$ cat config.mk
export PLATFORM = sky130hd
export DESIGN_NAME = rtc_seg_scanner_flat
export DESIGN_NICKNAME = d
export VERILOG_FILES = /design/src/rtl/rtc_seg_scanner_if.sv /design/src/rtl/rtc_seg_scanner.sv /design/src/flat_wrapper.sv
export SDC_FILE = /design/constraint.sdc
export NUM_CORES = 1
export LEC_CHECK = 0
export CORE_ASPECT_RATIO = 1.4
export CORE_MARGIN = 1.5
export CORE_UTILIZATION = 48
export DETAILED_ROUTE_END_ITERATION = 7
export GPL_TIMING_DRIVEN = 0
export PLACE_DENSITY = 0.76
export SLEW_MARGIN = 20
export SYNTH_ARGS = -nofsm -noshare
export SYNTH_HDL_FRONTEND = slang
export SYNTH_SLANG_ARGS = --single-unit
$ cat constraint.sdc
create_clock -name hundred_clk -period 2.9 [get_ports hundred_clk]
set_clock_uncertainty 0.1 [all_clocks]
set_input_delay 0.58 -clock hundred_clk [delete_from_list [all_inputs] [get_ports hundred_clk]]
set_output_delay 0.58 -clock hundred_clk [all_outputs]
set_load 0.05 [all_outputs]
$ cat src/rtl/rtc_seg_scanner_if.sv
`default_nettype none
// ============================================================================
// Module      : rtc_seg_scanner_if
// Description : Bundle between the RTC time digits / display and the
//               7-segment scanner.
//               master : drives the enable, blanking and BCD digits, and
//                        observes the display outputs (RTC side / bench)
//               slave  : the scanner itself
//               Members:
//                 en, lz_blank               scan enable, hours-tens blanking
//                 hrm,hrl,minm,minl,secm,secl BCD time digits (4 bits each)
//                 seg[6:0] {g..a}, dp, an[5:0] display drive
//                 frame_done, bcd_err        frame pulse, sticky range error
// Revision    : 1.0 - initial release
// ============================================================================
interface rtc_seg_scanner_if;
  logic       en;
  logic       lz_blank;
  logic [3:0] hrm;
  logic [3:0] hrl;
  logic [3:0] minm;
  logic [3:0] minl;
  logic [3:0] secm;
  logic [3:0] secl;
  logic [6:0] seg;
  logic       dp;
  logic [5:0] an;
  logic       frame_done;
  logic       bcd_err;

  modport master (
    output en, lz_blank, hrm, hrl, minm, minl, secm, secl,
    input  seg, dp, an, frame_done, bcd_err
  );

  modport slave (
    input  en, lz_blank, hrm, hrl, minm, minl, secm, secl,
    output seg, dp, an, frame_done, bcd_err
  );
endinterface
`default_nettype wire

$ cat src/rtl/rtc_seg_scanner.sv
`default_nettype none
// ============================================================================
// Module      : rtc_seg_scanner
// Description : Snapshots the six RTC BCD digits once per frame and scans
//               them onto a 6-digit 7-segment display, one digit per slot of
//               DWELL_TICKS cycles, with decode, hours-tens leading-zero
//               blanking and per-digit range checking (dash + sticky error).
//               All display outputs are registered.
// Ports       : hundred_clk - scan clock
//               rst         - asynchronous, active-high reset
//               bus         - rtc_seg_scanner_if.slave (digits in, display out)
// Parameters  : DWELL_TICKS    - cycles per digit slot (>= 1)
//               SEG_ACTIVE_LOW - 1: seg/dp active-low, 0: active-high
//               AN_ACTIVE_LOW  - 1: an active-low, 0: active-high
// Options     : RTC_SEG_BLINK_EN - when defined, the hh.mm.ss separators
//               light only while the snapshotted secl is even (0.5 Hz blink)
// Revision    : 1.0 - initial release
// ============================================================================
module rtc_seg_scanner #(
  parameter int DWELL_TICKS    = 1,
  parameter int SEG_ACTIVE_LOW = 1,
  parameter int AN_ACTIVE_LOW  = 1
) (
  input  wire               hundred_clk,
  input  wire               rst,
  rtc_seg_scanner_if.slave  bus
);

  localparam int             DWELL_W    = (DWELL_TICKS > 1) ? $clog2(DWELL_TICKS) : 1;
  localparam logic [DWELL_W-1:0] DWELL_LAST = DWELL_W'(DWELL_TICKS - 1);
  localparam logic [2:0]     IDX_LAST   = 3'd5;
  localparam logic [6:0]     SEG_DASH   = 7'h40;
  // XOR masks: applying them to an active-high value yields the pin level,
  // and they are also the "all off" pin levels.
  localparam logic [6:0]     SEG_OFF    = (SEG_ACTIVE_LOW != 0) ? 7'h7F : 7'h00;
  localparam logic           DP_OFF     = (SEG_ACTIVE_LOW != 0) ? 1'b1 : 1'b0;
  localparam logic [5:0]     AN_OFF     = (AN_ACTIVE_LOW != 0) ? 6'h3F : 6'h00;

  typedef enum logic [0:0] {
    IDLE = 1'b0,
    SCAN = 1'b1
  } state_t;

  state_t               state, next_state;
  logic [2:0]           idx, next_idx;
  logic [DWELL_W-1:0]   dwell, next_dwell;
  logic [5:0][3:0]      shadow, next_shadow;
  logic [5:0][3:0]      live;
  logic                 snap, snap_bad, next_frame_done;
  logic                 bcd_err, frame_done;
  logic [6:0]           seg_reg, next_seg, raw_seg;
  logic                 dp_reg, next_dp, raw_dp;
  logic [5:0]           an_reg, next_an, raw_an;
  logic [3:0]           cur_digit;

  // Slot 0 is the leftmost digit (hours tens).
  assign live = {bus.secl, bus.secm, bus.minl, bus.minm, bus.hrl, bus.hrm};

  function automatic logic digit_ok(input logic [2:0] pos, input logic [3:0] d);
    case (pos)
      3'd0:       digit_ok = (d <= 4'd2);
      3'd2, 3'd4: digit_ok = (d <= 4'd5);
      default:    digit_ok = (d <= 4'd9);
    endcase
  endfunction

  function automatic logic [6:0] decode(input logic [3:0] d);
    case (d)
      4'd0:    decode = 7'h3F;
      4'd1:    decode = 7'h06;
      4'd2:    decode = 7'h5B;
      4'd3:    decode = 7'h4F;
      4'd4:    decode = 7'h66;
      4'd5:    decode = 7'h6D;
      4'd6:    decode = 7'h7D;
      4'd7:    decode = 7'h07;
      4'd8:    decode = 7'h7F;
      4'd9:    decode = 7'h6F;
      default: decode = 7'h00;
    endcase
  endfunction

  // Next-state logic for the scan sequencer and the snapshot.
  always_comb begin
    next_state      = state;
    next_idx        = idx;
    next_dwell      = dwell;
    snap            = 1'b0;
    next_frame_done = 1'b0;
    case (state)
      IDLE: begin
        if (bus.en) begin
          next_state = SCAN;
          next_idx   = 3'd0;
          next_dwell = '0;
          snap       = 1'b1;
        end
      end
      default: begin
        if (!bus.en) begin
          next_state = IDLE;
          next_idx   = 3'd0;
          next_dwell = '0;
        end else if (dwell != DWELL_LAST) begin
          next_dwell = dwell + 1'b1;
        end else begin
          next_dwell = '0;
          if (idx != IDX_LAST) begin
            next_idx = idx + 3'd1;
          end else begin
            next_idx        = 3'd0;
            snap            = 1'b1;
            next_frame_done = 1'b1;
          end
        end
      end
    endcase
    next_shadow = snap ? live : shadow;
  end

  always_comb begin
    snap_bad = 1'b0;
    for (int i = 0; i < 6; i++) begin
      if (!digit_ok(3'(i), live[i])) snap_bad = 1'b1;
    end
  end

  // Display decode from the next state so the registered outputs line up
  // with the state registers.
  always_comb begin
    raw_seg   = 7'h00;
    raw_dp    = 1'b0;
    raw_an    = 6'h00;
    cur_digit = next_shadow[next_idx];
    if (next_state == SCAN) begin
      raw_an = 6'b100000 >> next_idx;
      if (!digit_ok(next_idx, cur_digit)) begin
        raw_seg = SEG_DASH;
      end else if ((next_idx == 3'd0) && bus.lz_blank && (cur_digit == 4'd0)) begin
        raw_seg = 7'h00;
      end else begin
        raw_seg = decode(cur_digit);
      end
      if ((next_idx == 3'd1) || (next_idx == 3'd3)) begin
`ifdef RTC_SEG_BLINK_EN
        raw_dp = ~next_shadow[5][0];
`else
        raw_dp = 1'b1;
`endif
      end
    end
    next_seg = raw_seg ^ SEG_OFF;
    next_dp  = raw_dp ^ DP_OFF;
    next_an  = raw_an ^ AN_OFF;
  end

  always_ff @(posedge hundred_clk or posedge rst) begin
    if (rst) begin
      state      <= IDLE;
      idx        <= 3'd0;
      dwell      <= '0;
      shadow     <= '0;
      bcd_err    <= 1'b0;
      frame_done <= 1'b0;
      seg_reg    <= SEG_OFF;
      dp_reg     <= DP_OFF;
      an_reg     <= AN_OFF;
    end else begin
      state      <= next_state;
      idx        <= next_idx;
      dwell      <= next_dwell;
      shadow     <= next_shadow;
      frame_done <= next_frame_done;
      if (snap && snap_bad) bcd_err <= 1'b1;
      seg_reg    <= next_seg;
      dp_reg     <= next_dp;
      an_reg     <= next_an;
    end
  end

  assign bus.seg        = seg_reg;
  assign bus.dp         = dp_reg;
  assign bus.an         = an_reg;
  assign bus.frame_done = frame_done;
  assign bus.bcd_err    = bcd_err;

endmodule
`default_nettype wire
$ cat src/flat_wrapper.sv
// flat-port wrapper written by rule: the top's interface ports become plain ports
module rtc_seg_scanner_flat 
#(
  parameter int DWELL_TICKS    = 1,
  parameter int SEG_ACTIVE_LOW = 1,
  parameter int AN_ACTIVE_LOW  = 1
)
  (hundred_clk, rst, bus_en, bus_lz_blank, bus_hrm, bus_hrl, bus_minm, bus_minl, bus_secm, bus_secl, bus_seg, bus_dp, bus_an, bus_frame_done, bus_bcd_err);
  rtc_seg_scanner_if bus_i ();
  input  wire hundred_clk;
  input  wire rst;
  input wire logic [$bits(bus_i.en)-1:0] bus_en;
  input wire logic [$bits(bus_i.lz_blank)-1:0] bus_lz_blank;
  input wire logic [$bits(bus_i.hrm)-1:0] bus_hrm;
  input wire logic [$bits(bus_i.hrl)-1:0] bus_hrl;
  input wire logic [$bits(bus_i.minm)-1:0] bus_minm;
  input wire logic [$bits(bus_i.minl)-1:0] bus_minl;
  input wire logic [$bits(bus_i.secm)-1:0] bus_secm;
  input wire logic [$bits(bus_i.secl)-1:0] bus_secl;
  output wire logic [$bits(bus_i.seg)-1:0] bus_seg;
  output wire logic [$bits(bus_i.dp)-1:0] bus_dp;
  output wire logic [$bits(bus_i.an)-1:0] bus_an;
  output wire logic [$bits(bus_i.frame_done)-1:0] bus_frame_done;
  output wire logic [$bits(bus_i.bcd_err)-1:0] bus_bcd_err;
  assign bus_i.en = bus_en;
  assign bus_i.lz_blank = bus_lz_blank;
  assign bus_i.hrm = bus_hrm;
  assign bus_i.hrl = bus_hrl;
  assign bus_i.minm = bus_minm;
  assign bus_i.minl = bus_minl;
  assign bus_i.secm = bus_secm;
  assign bus_i.secl = bus_secl;
  assign bus_seg = bus_i.seg;
  assign bus_dp = bus_i.dp;
  assign bus_an = bus_i.an;
  assign bus_frame_done = bus_i.frame_done;
  assign bus_bcd_err = bus_i.bcd_err;
  rtc_seg_scanner #(.DWELL_TICKS(DWELL_TICKS), .SEG_ACTIVE_LOW(SEG_ACTIVE_LOW), .AN_ACTIVE_LOW(AN_ACTIVE_LOW)) u_core (.hundred_clk(hundred_clk), .rst(rst), .bus(bus_i));
endmodule
==> results.md, run 1 <==
- R2R depth: 12
- Worst Path Max Fanout: 6
- Clock buffer count from CTS: 5
- R2r endpoint: u_core.bus.seg[1]
- Buffers on Ports: 43
- CP required: 3.00 ns
- Commonest non-fill, non-tap cell in the layout: clkdlybuf4s50_1
- Min-delay src: bus_en
- Area Overhead vs Synth: 46.1%
- # IOs: 44
- Top-area cell type share of the netlist area: 29.5%
- Min Tclk post-route: 3.00 ns
- Seq/Total Area, Yosys: around 44%
- Drt first pass iters: 4
- Count of flip-flops with a built-in enable after synthesis: 0
- Outcome: finished with violations
- Number of global-route vias before repair: 2123
- Max-capacitance violation count: 0
- Hold Path Sink: u_core.state
- Diodes inserted: 0
- Initial DRC count: approximately 140
- Gr ovfl total: 0
- Initial antenna violation count: 0
- Post-synth net total: about 280
- WS Path Type: flop to flop
- Synth top area cells: dfrtp_1, dfstp_2, mux2_2, ha_1, nand3_1
- DR WL/cell: 18.3 um
- Worst-case vdd ir drop: 0.000382 V
- Die area: 5750 sq um
- H-tree depth: 2
- Yosys warning count: 0
- Core area: 5120 sq um
- Pwr Density: 525 nW/um^2
- Vias per cell: 5.96
- CTS tree: yes
- Final setup violation count: 7
- Global-route wire length before repair: 10700 um
- Reg2reg start: u_core.state
- DP HPWL: 4510 um
- Largest net degree at the start of global routing: 25
- Total number of vias: between 2000 and 2500
- Cell taking the most area after synthesis: dfrtp_1
- Row count: 31
- Tcrit/Tclk final: 104%
- Die Wd: 64.5 um
- Final Hold Vio Count: 0
- CTS max path bufs: 2
- Hold_buf cts: 0
- HP Class: input pin to flop
- Die height: between 80 and 90 um
- Commonest non-fill, non-tap cells in the layout: clkdlybuf4s50_1, dfrtp_1, buf_4, nand3_1, dfstp_2
- Largest register FFs: 24
- Initial core utilization: 49.7%
- Layout cells sized above 1: 38.9%
- Hold Path Depth: 1
- Slew Limit Fails: 0
- Post-Syn Area per Cell: about 10 sq um
- Hold_ws: between 0.3 and 0.4 ns
- Mapped Area: 2540 sq um
- Post-DRT Antenna Nets: 0
- Cell variety after synth: 64
- Peak Freq: 0.333 GHz
- RSZ-0062 raised after global routing: true
- Main synth FF type: dfrtp_1
- Placer Congestion: 0.923
- Num Clock Sinks: 44
- Drt drc: 0
- GRT Util Overall: approximately 24%
- Post-route total power: roughly 2.0 mW
- Crit end category: flop
- Worst slew pin tran: roughly 0.67 ns
- FFs w/ async S/R, synth: 100%
- Register bit total from synthesis: 44
- Final WS setup: -0.104 ns
- Worst Path Arrival: between 3 and 4 ns
- Final nets: 354
- Clk Latency, worst-skew pair: 0.30 ns
- Worst relative slew slack: 55.5%
- Drt total wl: approximately 7100 um
- CP startpoint kind: flop
- Failing checks: negative setup slack
- Static Leakage: roughly 1.6 nW
- Synth Instances: 243
- Worst R2R Setup Slack: -0.10 ns
- Root buffer cell: clkbuf_8
- CTS clock-pin slew for the worst setup and hold paths: 0.08 ns
cell usage after synthesis (2+ instances only):
cell	count
a21oi_1	11
buf_2	4
nor4_1	2
dfstp_2	14
inv_1	15
a2bb2oi_1	3
nand3_1	15
nand2b_1	3
nor2b_1	4
mux2i_1	7
inv_2	2
nand2_1	15
nand4b_1	2
buf_6	4
nor2_1	9
and3b_1	2
nand3b_1	3
o211ai_1	9
o311ai_0	2
nor3_1	3
a22o_1	2
or3b_1	2
ha_1	6
clkbuf_1	2
dfrtp_1	30
o22ai_1	3
o311ai_1	2
and3_1	2
mux2_2	12
a31oi_1	2
o21ai_0	15
buf_4	3
o211a_1	2
routing by layer:
layer  wire length (um)  share of wire (%)  track usage (%)
met4                350                4.9             11.4
met2               3660                 52             42.9
met5                  0                  0                0
met1               2710                 38             29.2
met3                371                5.2             4.41
power by group:
group	switching [mW]	internal, mW	total (mW)
combinational	0.390	0.331	0.720
sequential	0.0251	0.691	0.716
clock	0.210	0.304	0.514
critical path: stages, from the launching register on:
cell and delay, ns:
dfrtp_2 0.44, or2b_4 0.28, nand2_4 0.08, buf_8 0.11
mux2_4 0.30, o211ai_1 0.39, a31oi_4 0.20, inv_4 0.13
ha_4 0.15, nor2_4 0.04, o211ai_1 0.24, o311a_4 0.29
o211ai_1 0.14
what timing repair did:
item                                    4_1_cts  5_1_grt
buffers inserted                             16       11
endpoints found under the setup margin        7        7
gates resized for setup                      45       23
pin swaps                                    15       19
per-stage QoR:
step / setup WS [ns] / instance area, sq um / setup TNS (ns) / std cells / utilization [%]
final: -0.104 / 3710 / -0.299 / 387 / 72.5
after detailed placement: -1.10 / 3100 / -7.66 / 353 / 60.5
after floorplan: 0.00842 / 2560 / 0 / 243 / -
after CTS: 0.00611 / 3540 / 0 / 377 / 69.1
after global routing: -0.234 / 3710 / -1.19 / 387 / 72.5
after global placement: -1.06 / 3070 / -7.32 / 352 / 60.0
final cells by class:
cell class	instances	area, sq um
well taps	66	82.6
repair buffers	71	689
inverters	17	66.3
clock buffers	7	96.3
clock inverters	1	30.0
multi-input cells	169	1530
flip-flops and latches	44	1120
fillers	345	1410
plain buffers	12	98.8
worst max path at each step:
stage	from	end	slack [ns]	cells after the start
2_1_floorplan	bus_en	u_core.bus.seg[1]	0.008	12
6_report	u_core.state	u_core.bus.seg[1]	-0.10	12
5_1_grt	u_core.idx[0]	u_core.bus.seg[1]	-0.23	13
3_5_place_dp	bus_en	u_core.bus.seg[1]	-1.10	13
3_3_place_gp	bus_en	u_core.bus.seg[1]	-1.06	13
4_1_cts	u_core.state	u_core.bus.seg[6]	0.006	14
cell families (layout without fill, tap and decap cells):
family | Yosys count | count (layout) | share of synthesized area (%)
mux | 20 | 20 | 8.66
buf+inv | 30 | 108 | 6.25
compound gates | 69 | 69 | 20.8
xor+xnor | 1 | 1 | 0.345
flops | 44 | 44 | 44.0
simple gates | 73 | 73 | 17.0
fa+ha+maj | 6 | 6 | 2.95
(Power assumes the default switching activity.)
==> run 2, diff against run 1 <==
- CTS_CLUSTER_DIAMETER: default -> 30
==> results of run 2 <==
The final DEF is identical to that of run 1; final timing and power are the same.
==> run 3, diff against run 2 <==
- CORE_UTILIZATION: 48 -> 25
- PLACE_DENSITY: 0.76 -> default
==> results.md, run 3 (synthesis results as in run 1) <==
- CTS max path bufs: 2 (unchanged)
- Largest register FFs: 24 (unchanged)
- Gr ovfl total: 0 (unchanged)
- Hold Path Depth: 1 (unchanged)
- Area Overhead vs Synth: 43.2% (was 46.1%)
- R2r endpoint: u_core.bus.seg[0] (was u_core.bus.seg[1])
- Tcrit/Tclk final: 99.7% (was 104%)
- Min Tclk post-route: 2.89 ns (was 3.00 ns)
- Flop pwr share: 36.8% (was 36.7%)
- Static Leakage: 1.51 nW (was 1.57 nW)
- R2R depth: 10 (was 12)
- GRT Util Overall: 12.7% (was 24.5%)
- Clock buffer count from CTS: 5 (unchanged)
- Final nets: 342 (was 354)
- Die height: 122 um (was 89.1 um)
- Drt total wl: 6860 um (was 7100 um)
- DR WL/cell: 15.5 um (was 18.3 um)
- Max-capacitance violation count: 0 (unchanged)
- Core area: 9900 sq um (was 5120 sq um)
- Buffers on Ports: 43 (unchanged)
- Die area: 10800 sq um (was 5750 sq um)
- Final Core Density: 36.8% (was 72.5%)
- Commonest non-fill, non-tap cells in the layout: clkdlybuf4s50_1, dfrtp_1, nand3_1, buf_4 (was clkdlybuf4s50_1, dfrtp_1, buf_4, nand3_1, dfstp_2)
- Initial DRC count: 130 (was 139)
- Number of global-route vias before repair: 2093 (was 2123)
- Slew Limit Fails: 0 (unchanged)
- Area of the multi-input gates: 1450 sq um (was 1530 sq um)
- CTS tree: yes (unchanged)
- DP HPWL: 5180 um (was 4510 um)
- Total number of vias: 2128 (was 2305)
- Clk Latency, worst-skew pair: 0.29 ns (was 0.30 ns)
- Worst relative slew slack: 59.7% (was 55.5%)
- Largest net degree at the start of global routing: 26 (was 25)
- Commonest non-fill, non-tap cell in the layout: clkdlybuf4s50_1 (unchanged)
- Worst Path Arrival: 3.00 ns (was 3.11 ns)
- Comb pwr share: 32.8% (was 36.9%)
- Root buffer cell: clkbuf_16 (was clkbuf_8)
- Initial core utilization: 25.7% (was 49.7%)
- CP required: 3.01 ns (was 3.00 ns)
- Drt drc: 0 (unchanged)
- Internal power: 1.35 mW (was 1.33 mW)
- Final setup violation count: 0 (was 7)
- Vias per cell: 4.79 (was 5.96)
- Final Hold Vio Count: 0 (unchanged)
- Die Wd: 88.2 um (was 64.5 um)
- H-tree depth: 2 (unchanged)
- RSZ-0062 raised after global routing: true (unchanged)
- Worst R2R Setup Slack: 0.01 ns (was -0.10 ns)
- CTS clock-pin slew for the worst setup and hold paths: 0.06 ns (was 0.08 ns)
- FF+latch area: 1120 sq um (about the same)
- Worst Path Max Fanout: 6 (unchanged)
- WS Path Type: flop to flop (unchanged)
- Worst slew pin tran: 0.605 ns (was 0.667 ns)
- Initial antenna violation count: 0 (unchanged)
- Switching Fraction: 30.7% (was 32.0%)
- Fillcell total: 1006 (was 345)
- Pwr Density: 534 nW/um^2 (was 525 nW/um^2)
- # IOs: 44 (unchanged)
- HP Class: input pin to flop (unchanged)
- Peak Freq: 0.346 GHz (was 0.333 GHz)
- Hold Path Sink: u_core.state (unchanged)
- Layout cells sized above 1: 35.3% (was 38.9%)
- Global-route wire length before repair: 10400 um (was 10700 um)
- Psw: 0.597 mW (was 0.625 mW)
- Clock power frac: 30.4% (was 26.3%)
- Drt first pass iters: 4 (unchanged)
- CP startpoint kind: flop (unchanged)
- Num Clock Sinks: 44 (unchanged)
- Outcome: finished clean (was finished with violations)
- Post-route total power: 1.94 mW (was 1.95 mW)
- Worst-case vdd ir drop: 0.000233 V (was 0.000382 V)
- Placer Congestion: 0.841 (was 0.923)
- Min-delay src: bus_en (unchanged)
- Total negative slack: 0 ns (was -0.299 ns)
- Post-DRT Antenna Nets: 0 (unchanged)
- Row count: 43 (was 31)
- Crit end category: flop (unchanged)
- Reg2reg start: u_core.state (unchanged)
- Diodes inserted: 0 (unchanged)
run 3: worst max-delay path by stage:
stage                       startpoint                end  slack (ns)  depth (start not counted)
after detailed placement        bus_en  u_core.bus.seg[1]       -1.04                         13
after CTS                       bus_en  u_core.bus.seg[1]       0.008                         13
after global placement          bus_en  u_core.bus.seg[1]       -0.99                         13
after floorplan                 bus_en  u_core.bus.seg[1]       0.008                         12
after global routing      u_core.state  u_core.bus.seg[1]       -0.18                         12
final                     u_core.state  u_core.bus.seg[0]        0.01                         10
run 3: routing by layer:
metal | up-vias | track usage (%) | part of all wire [%]
li1 | 1022 | - | -
met1 | 1027 | 14.8 | 41
met2 | 65 | 22.6 | 52
met3 | 14 | 2.29 | 4.7
met4 | 0 | 5.47 | 2.6
met5 | - | 0 | 0
run 3: timing repair:
item | CTS | global route
hold buffers | 0 | 0
pin swaps | 7 | 12
cloned | 0 | 0
setup buffers | 8 | 6
setup endpoints to repair | 7 | 7
gates resized for setup | 22 | 30
run 3: stage by stage:
step                      hold WS, ns  instance area, sq um  instances  setup WS [ns]
after CTS                       0.361                  3470        438        0.00817
after floorplan                 0.346                  2560        243        0.00842
after detailed placement        0.370                  3180        422          -1.04
after global placement          0.351                  3160        421         -0.994
after global routing            0.367                  3640        444         -0.182
final                           0.367                  3640        444        0.00976
run 3: final cells by class:
class / count / share of cell area (%)
inverter: 17 / 1.75
clock buffer: 8 / 4.30
buffer: 13 / 3.03
multi-input combinational: 169 / 39.9
tap: 135 / 4.64
timing repair buffer: 58 / 15.6
sequential: 44 / 30.8
run 3: power by group through the flow:
stage | logic, mW | clock network [mW] | registers, mW
floorplan | 0.319 | 0 | 0.781
global placement | 0.523 | 0 | 0.723
detailed placement | 0.536 | 0 | 0.725
CTS | 0.575 | 0.602 | 0.714
global route | 0.686 | 0.626 | 0.721
finish | 0.637 | 0.591 | 0.714
run 3: worst max-delay path: stages (launching register included):
cell       delay, ns
dfrtp_2         0.47
or3b_4          0.41
a2bb2oi_2       0.17
a21oi_2         0.25
o311ai_2        0.11
a221o_2         0.47
buf_6           0.16
ha_1            0.17
mux2_4          0.28
o22ai_2         0.13
nand3_1         0.10
